--- config.mk ---
export PLATFORM = sky130hd
export DESIGN_NAME = ieu_cdb_driver
export DESIGN_NICKNAME = d
export VERILOG_FILES = /design/src/rtl/ieu_cdb_driver_pkg.sv /design/src/rtl/ieu_cdb_driver_result_queue.sv /design/src/rtl/ieu_cdb_driver.sv
export SDC_FILE = /design/constraint.sdc
export NUM_CORES = 1
export LEC_CHECK = 0
export ABC_AREA = 0
export CORE_MARGIN = 10
export CORE_UTILIZATION = 30
export DETAILED_ROUTE_END_ITERATION = 8
export RECOVER_POWER = 25
export SLEW_MARGIN = 0
export SYNTH_ARGS = -nofsm -noshare
export SYNTH_HDL_FRONTEND = slang
export SYNTH_SLANG_ARGS = --single-unit
--- constraint.sdc ---
create_clock -name clk -period 5.27 [get_ports clk]
set_clock_uncertainty 0.2 [all_clocks]
set_input_delay 0.7905 -clock clk [delete_from_list [all_inputs] [get_ports clk]]
set_output_delay 0.7905 -clock clk [all_outputs]
set_load 0.03 [all_outputs]
--- src/rtl/ieu_cdb_driver_pkg.sv ---
// rtl/ieu_cdb_driver_pkg.sv - shared opcode/result types for the integer execution unit CDB driver
`ifndef DATA_WIDTH
`define DATA_WIDTH 32
`endif
`ifndef ADDR_WIDTH
`define ADDR_WIDTH 32
`endif
`ifndef TAG_WIDTH
`define TAG_WIDTH 6
`endif

package ieu_cdb_driver_pkg;

    localparam int IEU_DW = `DATA_WIDTH;
    localparam int IEU_AW = `ADDR_WIDTH;
    localparam int IEU_TW = `TAG_WIDTH;

    typedef enum logic [3:0] {
        OP_ADD  = 4'd0,
        OP_SUB  = 4'd1,
        OP_AND  = 4'd2,
        OP_OR   = 4'd3,
        OP_XOR  = 4'd4,
        OP_SLL  = 4'd5,
        OP_SRL  = 4'd6,
        OP_SRA  = 4'd7,
        OP_SLT  = 4'd8,
        OP_SLTU = 4'd9,
        OP_BEQ  = 4'd10,
        OP_BNE  = 4'd11,
        OP_BLT  = 4'd12,
        OP_BGE  = 4'd13
    } opcode_t;

    typedef struct packed {
        logic [IEU_DW-1:0] data;
        logic [IEU_AW-1:0] addr;
        logic              redirect;
        logic [IEU_TW-1:0] tag;
    } ieu_result_t;

`ifdef IEU_BRANCH_EN
    // B-type immediate: {insn[31], insn[7], insn[30:25], insn[11:8], 0}, sign-extended.
    function automatic logic [IEU_AW-1:0] b_imm(input logic [31:0] insn);
        return {{(IEU_AW-13){insn[31]}}, insn[31], insn[7], insn[30:25], insn[11:8], 1'b0};
    endfunction
`endif

endpackage

--- src/rtl/ieu_cdb_driver_result_queue.sv ---
// rtl/ieu_cdb_driver_result_queue.sv - result FIFO between the EX register and the CDB port
module ieu_result_queue
    import ieu_cdb_driver_pkg::*;
#(
    parameter int DEPTH = 4
) (
    input  logic                       clk,
    input  logic                       n_rst,
    input  logic                       flush,
    input  logic                       push,
    input  ieu_result_t                push_data,
    input  logic                       pop,
    output ieu_result_t                head,
    output logic [$clog2(DEPTH):0]     count
);

    localparam int PW = $clog2(DEPTH);

    ieu_result_t   mem [DEPTH];
    logic [PW-1:0] wr_ptr;
    logic [PW-1:0] rd_ptr;

    // Pointers wrap naturally because DEPTH is a power of two.
    always_ff @(posedge clk or negedge n_rst) begin
        if (!n_rst) begin
            wr_ptr <= '0;
            rd_ptr <= '0;
            count  <= '0;
        end else if (flush) begin
            wr_ptr <= '0;
            rd_ptr <= '0;
            count  <= '0;
        end else begin
            if (push) begin
                wr_ptr <= wr_ptr + 1'b1;
            end
            if (pop) begin
                rd_ptr <= rd_ptr + 1'b1;
            end
            case ({push, pop})
                2'b10:   count <= count + 1'b1;
                2'b01:   count <= count - 1'b1;
                default: ;
            endcase
        end
    end

    // Full push+pop writes the slot being read this edge; head is sampled before the write lands.
    always_ff @(posedge clk) begin
        if (push && !flush) begin
            mem[wr_ptr] <= push_data;
        end
    end

    assign head = mem[rd_ptr];

endmodule

--- src/rtl/ieu_cdb_driver.sv ---
// rtl/ieu_cdb_driver.sv - integer ALU/branch unit driving one CDB port; IEU_BRANCH_EN enables branch resolution
module ieu_cdb_driver
    import ieu_cdb_driver_pkg::*;
#(
    parameter int DATA_WIDTH = `DATA_WIDTH,
    parameter int ADDR_WIDTH = `ADDR_WIDTH,
    parameter int TAG_WIDTH  = `TAG_WIDTH,
    parameter int OQ_DEPTH   = 4
) (
    input  logic                  clk,
    input  logic                  n_rst,
    input  logic                  i_flush,
    input  logic                  i_fu_valid,
    input  opcode_t               i_fu_opcode,
    input  logic [ADDR_WIDTH-1:0] i_fu_iaddr,
    input  logic [DATA_WIDTH-1:0] i_fu_insn,
    input  logic [DATA_WIDTH-1:0] i_fu_src_a,
    input  logic [DATA_WIDTH-1:0] i_fu_src_b,
    input  logic [TAG_WIDTH-1:0]  i_fu_tag,
    output logic                  o_fu_stall,
    output logic                  o_cdb_req,
    input  logic                  i_cdb_gnt,
    output logic                  o_cdb_en,
    output logic                  o_cdb_redirect,
    output logic [DATA_WIDTH-1:0] o_cdb_data,
    output logic [ADDR_WIDTH-1:0] o_cdb_addr,
    output logic [TAG_WIDTH-1:0]  o_cdb_tag
);

    localparam int CW = $clog2(OQ_DEPTH) + 1;
    localparam logic [CW:0] DEPTH_L = (CW + 1)'(OQ_DEPTH);

    logic          accept;
    logic          pop;
    logic          ex_valid;
    ieu_result_t   ex_res;
    ieu_result_t   alu_res;
    ieu_result_t   q_head;
    logic [CW-1:0] q_count;
    logic [CW:0]   occupancy;
    logic [4:0]    shamt;

    // Credit: every instruction in EX already owns a queue slot.
    assign occupancy  = {1'b0, q_count} + {{CW{1'b0}}, ex_valid};
    assign o_fu_stall = occupancy >= DEPTH_L;
    assign o_cdb_req  = q_count != '0;
    assign accept     = i_fu_valid && !o_fu_stall;
    assign pop        = o_cdb_req && i_cdb_gnt;
    assign shamt      = i_fu_src_b[4:0];

`ifdef IEU_BRANCH_EN
    logic [ADDR_WIDTH-1:0] br_link;
    logic [ADDR_WIDTH-1:0] br_target;
    logic                  br_eq;
    logic                  br_lt;
    logic                  unused_insn;

    assign br_link     = i_fu_iaddr + ADDR_WIDTH'(4);
    assign br_target   = i_fu_iaddr + b_imm(i_fu_insn[31:0]);
    assign br_eq       = i_fu_src_a == i_fu_src_b;
    assign br_lt       = $signed(i_fu_src_a) < $signed(i_fu_src_b);
    assign unused_insn = ^{i_fu_insn[24:12], i_fu_insn[6:0]};
`else
    logic unused_insn;
    assign unused_insn = ^i_fu_insn;
`endif

    always_comb begin
        alu_res          = '0;
        alu_res.addr     = i_fu_iaddr;
        alu_res.tag      = i_fu_tag;
        alu_res.redirect = 1'b0;
        case (i_fu_opcode)
            OP_ADD:  alu_res.data = i_fu_src_a + i_fu_src_b;
            OP_SUB:  alu_res.data = i_fu_src_a - i_fu_src_b;
            OP_AND:  alu_res.data = i_fu_src_a & i_fu_src_b;
            OP_OR:   alu_res.data = i_fu_src_a | i_fu_src_b;
            OP_XOR:  alu_res.data = i_fu_src_a ^ i_fu_src_b;
            OP_SLL:  alu_res.data = i_fu_src_a << shamt;
            OP_SRL:  alu_res.data = i_fu_src_a >> shamt;
            OP_SRA:  alu_res.data = $signed(i_fu_src_a) >>> shamt;
            OP_SLT:  alu_res.data = {{(DATA_WIDTH-1){1'b0}},
                                     $signed(i_fu_src_a) < $signed(i_fu_src_b)};
            OP_SLTU: alu_res.data = {{(DATA_WIDTH-1){1'b0}}, i_fu_src_a < i_fu_src_b};
`ifdef IEU_BRANCH_EN
            OP_BEQ: begin
                alu_res.data     = DATA_WIDTH'(br_link);
                alu_res.addr     = br_target;
                alu_res.redirect = br_eq;
            end
            OP_BNE: begin
                alu_res.data     = DATA_WIDTH'(br_link);
                alu_res.addr     = br_target;
                alu_res.redirect = !br_eq;
            end
            OP_BLT: begin
                alu_res.data     = DATA_WIDTH'(br_link);
                alu_res.addr     = br_target;
                alu_res.redirect = br_lt;
            end
            OP_BGE: begin
                alu_res.data     = DATA_WIDTH'(br_link);
                alu_res.addr     = br_target;
                alu_res.redirect = !br_lt;
            end
`endif
            default: ;
        endcase
    end

    always_ff @(posedge clk or negedge n_rst) begin
        if (!n_rst) begin
            ex_valid <= 1'b0;
            ex_res   <= '0;
        end else begin
            ex_valid <= accept && !i_flush;
            if (accept) begin
                ex_res <= alu_res;
            end
        end
    end

    ieu_result_queue #(
        .DEPTH (OQ_DEPTH)
    ) u_queue (
        .clk       (clk),
        .n_rst     (n_rst),
        .flush     (i_flush),
        .push      (ex_valid),
        .push_data (ex_res),
        .pop       (pop),
        .head      (q_head),
        .count     (q_count)
    );

    // A grant during flush still pops (the queue clears anyway) but never broadcasts.
    always_ff @(posedge clk or negedge n_rst) begin
        if (!n_rst) begin
            o_cdb_en   <= 1'b0;
            o_cdb_data <= '0;
            o_cdb_addr <= '0;
            o_cdb_tag  <= '0;
        end else if (i_flush) begin
            o_cdb_en <= 1'b0;
        end else if (pop) begin
            o_cdb_en   <= 1'b1;
            o_cdb_data <= q_head.data;
            o_cdb_addr <= q_head.addr;
            o_cdb_tag  <= q_head.tag;
        end else begin
            o_cdb_en <= 1'b0;
        end
    end

`ifdef IEU_BRANCH_EN
    always_ff @(posedge clk or negedge n_rst) begin
        if (!n_rst) begin
            o_cdb_redirect <= 1'b0;
        end else begin
            o_cdb_redirect <= pop && !i_flush && q_head.redirect;
        end
    end
`else
    logic unused_head_redirect;
    assign unused_head_redirect = q_head.redirect;
    assign o_cdb_redirect       = 1'b0;
`endif

endmodule

Yosys cells after proc, flatten, opt, wreduce, memory -nomap -nowiden

Memory sizes are Yosys's and may differ from the RTL's. A register that Yosys moved wholly into a read port is not among the register bits.
Index checks and enable logic that the tools add are counted.

$add $sub $neg: 7
Multiply operators: 0
Div/mod/pow operators: 0
$lt $le $gt $ge: 3
Equal/unequal tests: 11
Shifts and indexed selects: 3
Multiplexer cells: 11
Bitwise operators: 4
Reduce and logical (&&, ||, !) cells: 13

Operators by type and width:

| operator              | count |
|---|---|
| $pmux W32 S10         | 1 |
| $lt A32 B32 Y1        | 2 |
| $add A32 B32 Y32      | 1 |
| $and A32 B32 Y32      | 1 |
| $or A32 B32 Y32       | 1 |
| $shl A32 B5 Y32       | 1 |
| $shr A32 B5 Y32       | 1 |
| $sshr A32 B5 Y32      | 1 |
| $sub A32 B32 Y32      | 1 |
| $xor A32 B32 Y32      | 1 |
| $eq A4 B3 Y1 const B  | 4 |
| $eq A4 B2 Y1 const B  | 2 |
| $eq A4 B4 Y1 const B  | 2 |
| $mux W2               | 4 |
| $pmux W3 S2           | 1 |
| $reduce_bool A3 Y1    | 2 |
| $add A2 B1 Y2 const B | 2 |
| $add A3 B1 Y4         | 1 |
| $eq A4 B1 Y1 const B  | 1 |
| $ge A4 B3 Y1 const B  | 1 |
| $logic_and A1 B1 Y1   | 4 |
| $logic_not A4 Y1      | 1 |
| $mux W1               | 4 |
| $reduce_bool A2 Y1    | 2 |
| 8 further kinds       | 10 |

Register bits after elaboration: 79
Bits in latches: 0
Memory bits (writable): 280
Bits in read-only memories: 0
Input bits: 143
Output and inout bits: 74
Word-level logic and storage cells: 61
Memories: 1

Memory list:

| memory      | words | bits a word | rd ports | clocked after Yosys merged registers in | write ports | RTL line                          | RTL |
|---|---|---|---|---|---|---|---|
| u_queue.mem | 4     | 70          | 1        | 1                                       | 1           | ieu_cdb_driver_result_queue.sv:19 | `ieu_result_t mem [DEPTH];` |

Logic depth before layout (Yosys ltp)

Depth in word-level cells: 5
Depth in mapped cells: 15

Modules after synthesis

Synthesis repeated with hierarchy kept, for this count alone.

Cells, all modules: 2,059
Area total of the unflattened synthesis: 24,579.8 um2

By module, submodules not included:

| module           | instances | cells an instance | area each (um2) | sequential area each (um2) |
|---|---|---|---|---|
| ieu_cdb_driver   | 1         | 1,647             | 13,834.5        | 3,553.4 |
| ieu_result_queue | 1         | 412               | 10,745.3        | 8,703.3 |

Worst setup path before layout

Ideal clock, no wire load.

Path type: input -> register
Start: in i_fu_src_b[2]
End: reg ex_res[64] in the netlist's numbering
Arrival time: 3.941 ns
Data required time: 4.983 ns
Path slack: 1.042 ns
Cell stages on the path: 14
Path buffers: 3
Path through: clkbuf_8 -> inv_1 -> buf_1 -> clkbuf_1 -> ha_1 -> nand2b_1 -> o211ai_1 -> a211o_1 -> a311o_1 -> nand2_1 -> o311ai_1 -> a311o_1 -> mux2_4 -> a211oi_2

Word-level cells in the longest chain between the ends: 2
Elaborated cells between the ends (all ways): 6
Those cells by class: 2 x add/sub; 3 x shift; 1 x mux

RTL lines:

| item                                           | RTL line              | RTL |
|---|---|---|
| start, declared                                | ieu_cdb_driver.sv:18  | `input logic [DATA_WIDTH-1:0] i_fu_src_b,` |
| $sub A32 B32 Y32, or another cell as far along | ieu_cdb_driver.sv:75  | `OP_SUB: alu_res.data = i_fu_src_a - i_fu_src_b;` |
| $pmux W32 S10 (*)                              | ieu_cdb_driver.sv:73  | `case (i_fu_opcode)` |
| end signal, assigned                           | ieu_cdb_driver.sv:118 | `ex_res <= alu_res;` |
| end, declared                                  | ieu_cdb_driver.sv:36  | `ieu_result_t ex_res;` |

Mark *: on every way between the ends. The rest lies on a longest branch, timed or not.
A chain may end at the register's enable or synchronous reset.

Final worst setup path

Start: in i_fu_src_a[1]
End: reg ex_res[66] in the netlist's numbering

Word-level cells in the longest chain between the ends: 2
Elaborated cells between the ends (all ways): 6
Those cells by class: 2 x add/sub; 3 x shift; 1 x mux

RTL lines:

| item                                           | RTL line             | RTL |
|---|---|---|
| start, declared                                | ieu_cdb_driver.sv:17 | `input logic [DATA_WIDTH-1:0] i_fu_src_a,` |
| $sub A32 B32 Y32, or another cell as far along | ieu_cdb_driver.sv:75 |  |
| $pmux W32 S10 (*)                              | ieu_cdb_driver.sv:73 |  |

Marked as above.

==> results.toml <==
[synthesis]
yosysWarnings = 0
synth-seq-cells = 429
yosys.cell_count.top_type = "edfxtp_1"
avgSynthCellArea_um2 = 12.8
synth_top_cell_by_area = "edfxtp_1"
synth_edf_count = 280
synth-async-reset-ratio_pct = 34.7
synth_common_cells = "edfxtp_1 (280), dfrtp_1 (149), nor2_1 (144), mux4_2 (135), mux2_2 (116)"
synth_flop_cell = "edfxtp_1"
synthTopCellsByArea = "edfxtp_1 (34%), dfrtp_1 (15%), mux4_2 (12%)"
netlist.area_leader.share_pct = 34.4
synthDistinctLibCells = 92
syn-cell-area_um2 = 24400
syn_nets = 2158
syn_inst = 1910
yosysSeqAreaShare_pct = 49.7

[global_route]
met3_usage_pct = 2.74
grt_pass1_vias = 17308
grt_pass1_wl_mm = 117
grt_use_met2_pct = 26.5
antenna_found_initial = 1
grt_max_degree = 82
gr-max-usage-layer = "met2"
grt_usage_pct = 16.3
grt-ovfl-total = 0
met1_usage_pct = 22.2

[setup_path]
crit_slowest_cell = "clkdlybuf4s50_1"
critPathCaptureType = "register"
cp.arrival_ns = 4.59
cp_num_cells = 12
crit_family = "compound AO/OA/AOI/OAI gates"
crit_path_max_incr_delay_ns = 0.74
reg2reg_depth = 8
path_buf_inv = 2
cp_max_fo = 9
cp_data_required_time_ns = 5.48
startpoint_type = "primary input"
crit_chain = "clkdlybuf4s50_1 > inv_1 > ha_1 > o21bai_1 > o211ai_1 > a211o_1 > a311o_1 > a32oi_1 > a221oi_2 > a22o_1 > nor3_1 > a211oi_1"
worstSetupPathType = "in2reg"

[drt]
routed_wirelength_mm = 78.9
drtIter0Drc = 1442
via_per_inst = 5.47
drt_first_pass_iters = 6
ant_nets = 0
num_vias = 17359
drc_errors = 0
wl_per_cell_um = 24.9

[final_layout]
area_growth_pct = 18.1
fin_util_pct = 35.8
fin_nets = 2330
final_layout_size_suffix_gt1_share_pct = 20.7

[sta]
setup_viol = 0
finalHoldViolations = 0
fin_tns_setup_ns = 0
finalCritPeriodShare_pct = 83.0
setup_ws_ns = 0.895
worst_hold_slack_ns = 0.0951
fmax_ghz = 0.229
rsz0062_at_grt = "false"
maxSlewViolCount = 0
min_period_ns = 4.37
relSlewSlack_pct = 33.9
worst_pin_slew_ns = 0.991

[floorplanning]
core_area_um2 = 80500
dieArea_um2 = 93200
start_util_pct = 30.3
die_w_um = 305
floorplan.die.height_um = 305
fp-row-count = 104
io_pins = 217

[job]
drv_cap = 0

[clock_network]
cts_buffers = 41
clock-sinks = 429
cts_tree = "built"
path_clk_slew_ns = 0.06
cts_hold_buf = 0
cts_setup_buffers = 0
postCtsResizedCells = 0
cts_max_level = 2
cts.path.max_buffers = 3
cts_root_buf = "clkbuf_16"
clk_latency_ns = 0.54

[placed_design]
portBuffers = 183
routabilityCongestion = 0.963
place_hpwl_mm = 57.6
pre_cts_slack_ns = 0.479

[power]
p_leak_uw = 0.0106
vdd.ir_drop.worst_uv = 220
power_uw = 11700
power_density_nw_per_um2 = 405

[worst_hold_path]
hp-class = "in2async"

[run_status]
status = "finished clean"
registers in the layout, indices dropped and copies added, names as in the netlist:
signal and cells:
ex_res 70, ex_valid 1, o_cdb_addr 32, o_cdb_data 32
o_cdb_en 1, o_cdb_tag 6, u_queue.count 3, u_queue.mem 280
u_queue.rd_ptr 2, u_queue.wr_ptr 2
worst paths after layout:
check | start | endpoint | slack [ns]
min | n_rst | o_cdb_addr[4]$_DFFE_PN0P_ | 0.1
min in group clk | o_cdb_data[25]$_DFFE_PN0P_ | o_cdb_data[25]$_DFFE_PN0P_ | 0.30
max in group asynchronous | n_rst | u_queue.rd_ptr[1]$_DFFE_PN0P_ | 3.74
max reg2reg | ex_valid$_DFF_PN0_ | ex_res[67]$_DFFE_PN0P_ | 1.90
min reg2reg | o_cdb_data[25]$_DFFE_PN0P_ | o_cdb_data[25]$_DFFE_PN0P_ | 0.30
max | i_fu_src_a[1] | ex_res[66]$_DFFE_PN0P_ | 0.90
layer usage:
| layer | part of all wire, % | vias up | wire length (um) |
|---|---|---|---|
| li1 | - | 7677 | - |
| met3 | 6.9 | 105 | 5420 |
| met4 | 2.5 | 2 | 1990 |
| met2 | 47 | 693 | 37100 |
| met5 | 0.016 | - | 13 |
| met1 | 44 | 8882 | 34400 |
power breakdown:
group          leakage, uW  switching, uW  internal, uW
Clock             0.000666           1240          1750
Combinational      0.00552           2080          1760
Sequential         0.00438            492          4340
Total               0.0106           3810          7850
cells by family after synthesis:
logic type	share of synthesized area (%)
AOI/OAI and AO/OA	12.2
DFF	49.7
and+or+nand+nor	7.09
muxes	19.5
buffers and inverters	4.82
adders and majority gates	5.47
xor gates and xnor gates	1.15
other	0.0154
cells in the final DEF (no fill, tap or decap), types with 20 or more instances in the layout:
cell	count
edfxtp_1	280
clkdlybuf4s50_1	178
dfrtp_1	147
nor2_1	143
mux4_2	135
mux2_2	116
o21ai_0	109
a21oi_1	105
ha_1	102
nand2_1	101
inv_1	99
buf_4	70
clkbuf_16	41
mux2i_1	35
a221oi_1	32
nor3_1	27
xnor2_1	24
o211ai_1	24
nand3_1	23
a22oi_1	20
through the flow:
stage / instances / instance area, um^2
global route: 3174 / 28800
global placement: 3099 / 27400
CTS: 3174 / 28800
floorplan: 1910 / 24400
detailed placement: 3099 / 27400
finish: 3175 / 28800
cell type report:
cell class	count	area, um^2
Multi-Input combinational cell	1250	11100
Antenna cell	1	2.50
Timing Repair Buffer	258	2450
Fill cell	7799	51700
Inverter	102	383
Clock inverter	23	277
Sequential cell	429	12100
Tap cell	1060	1330
Clock buffer	52	1110
(Power assumes the default switching activity.)
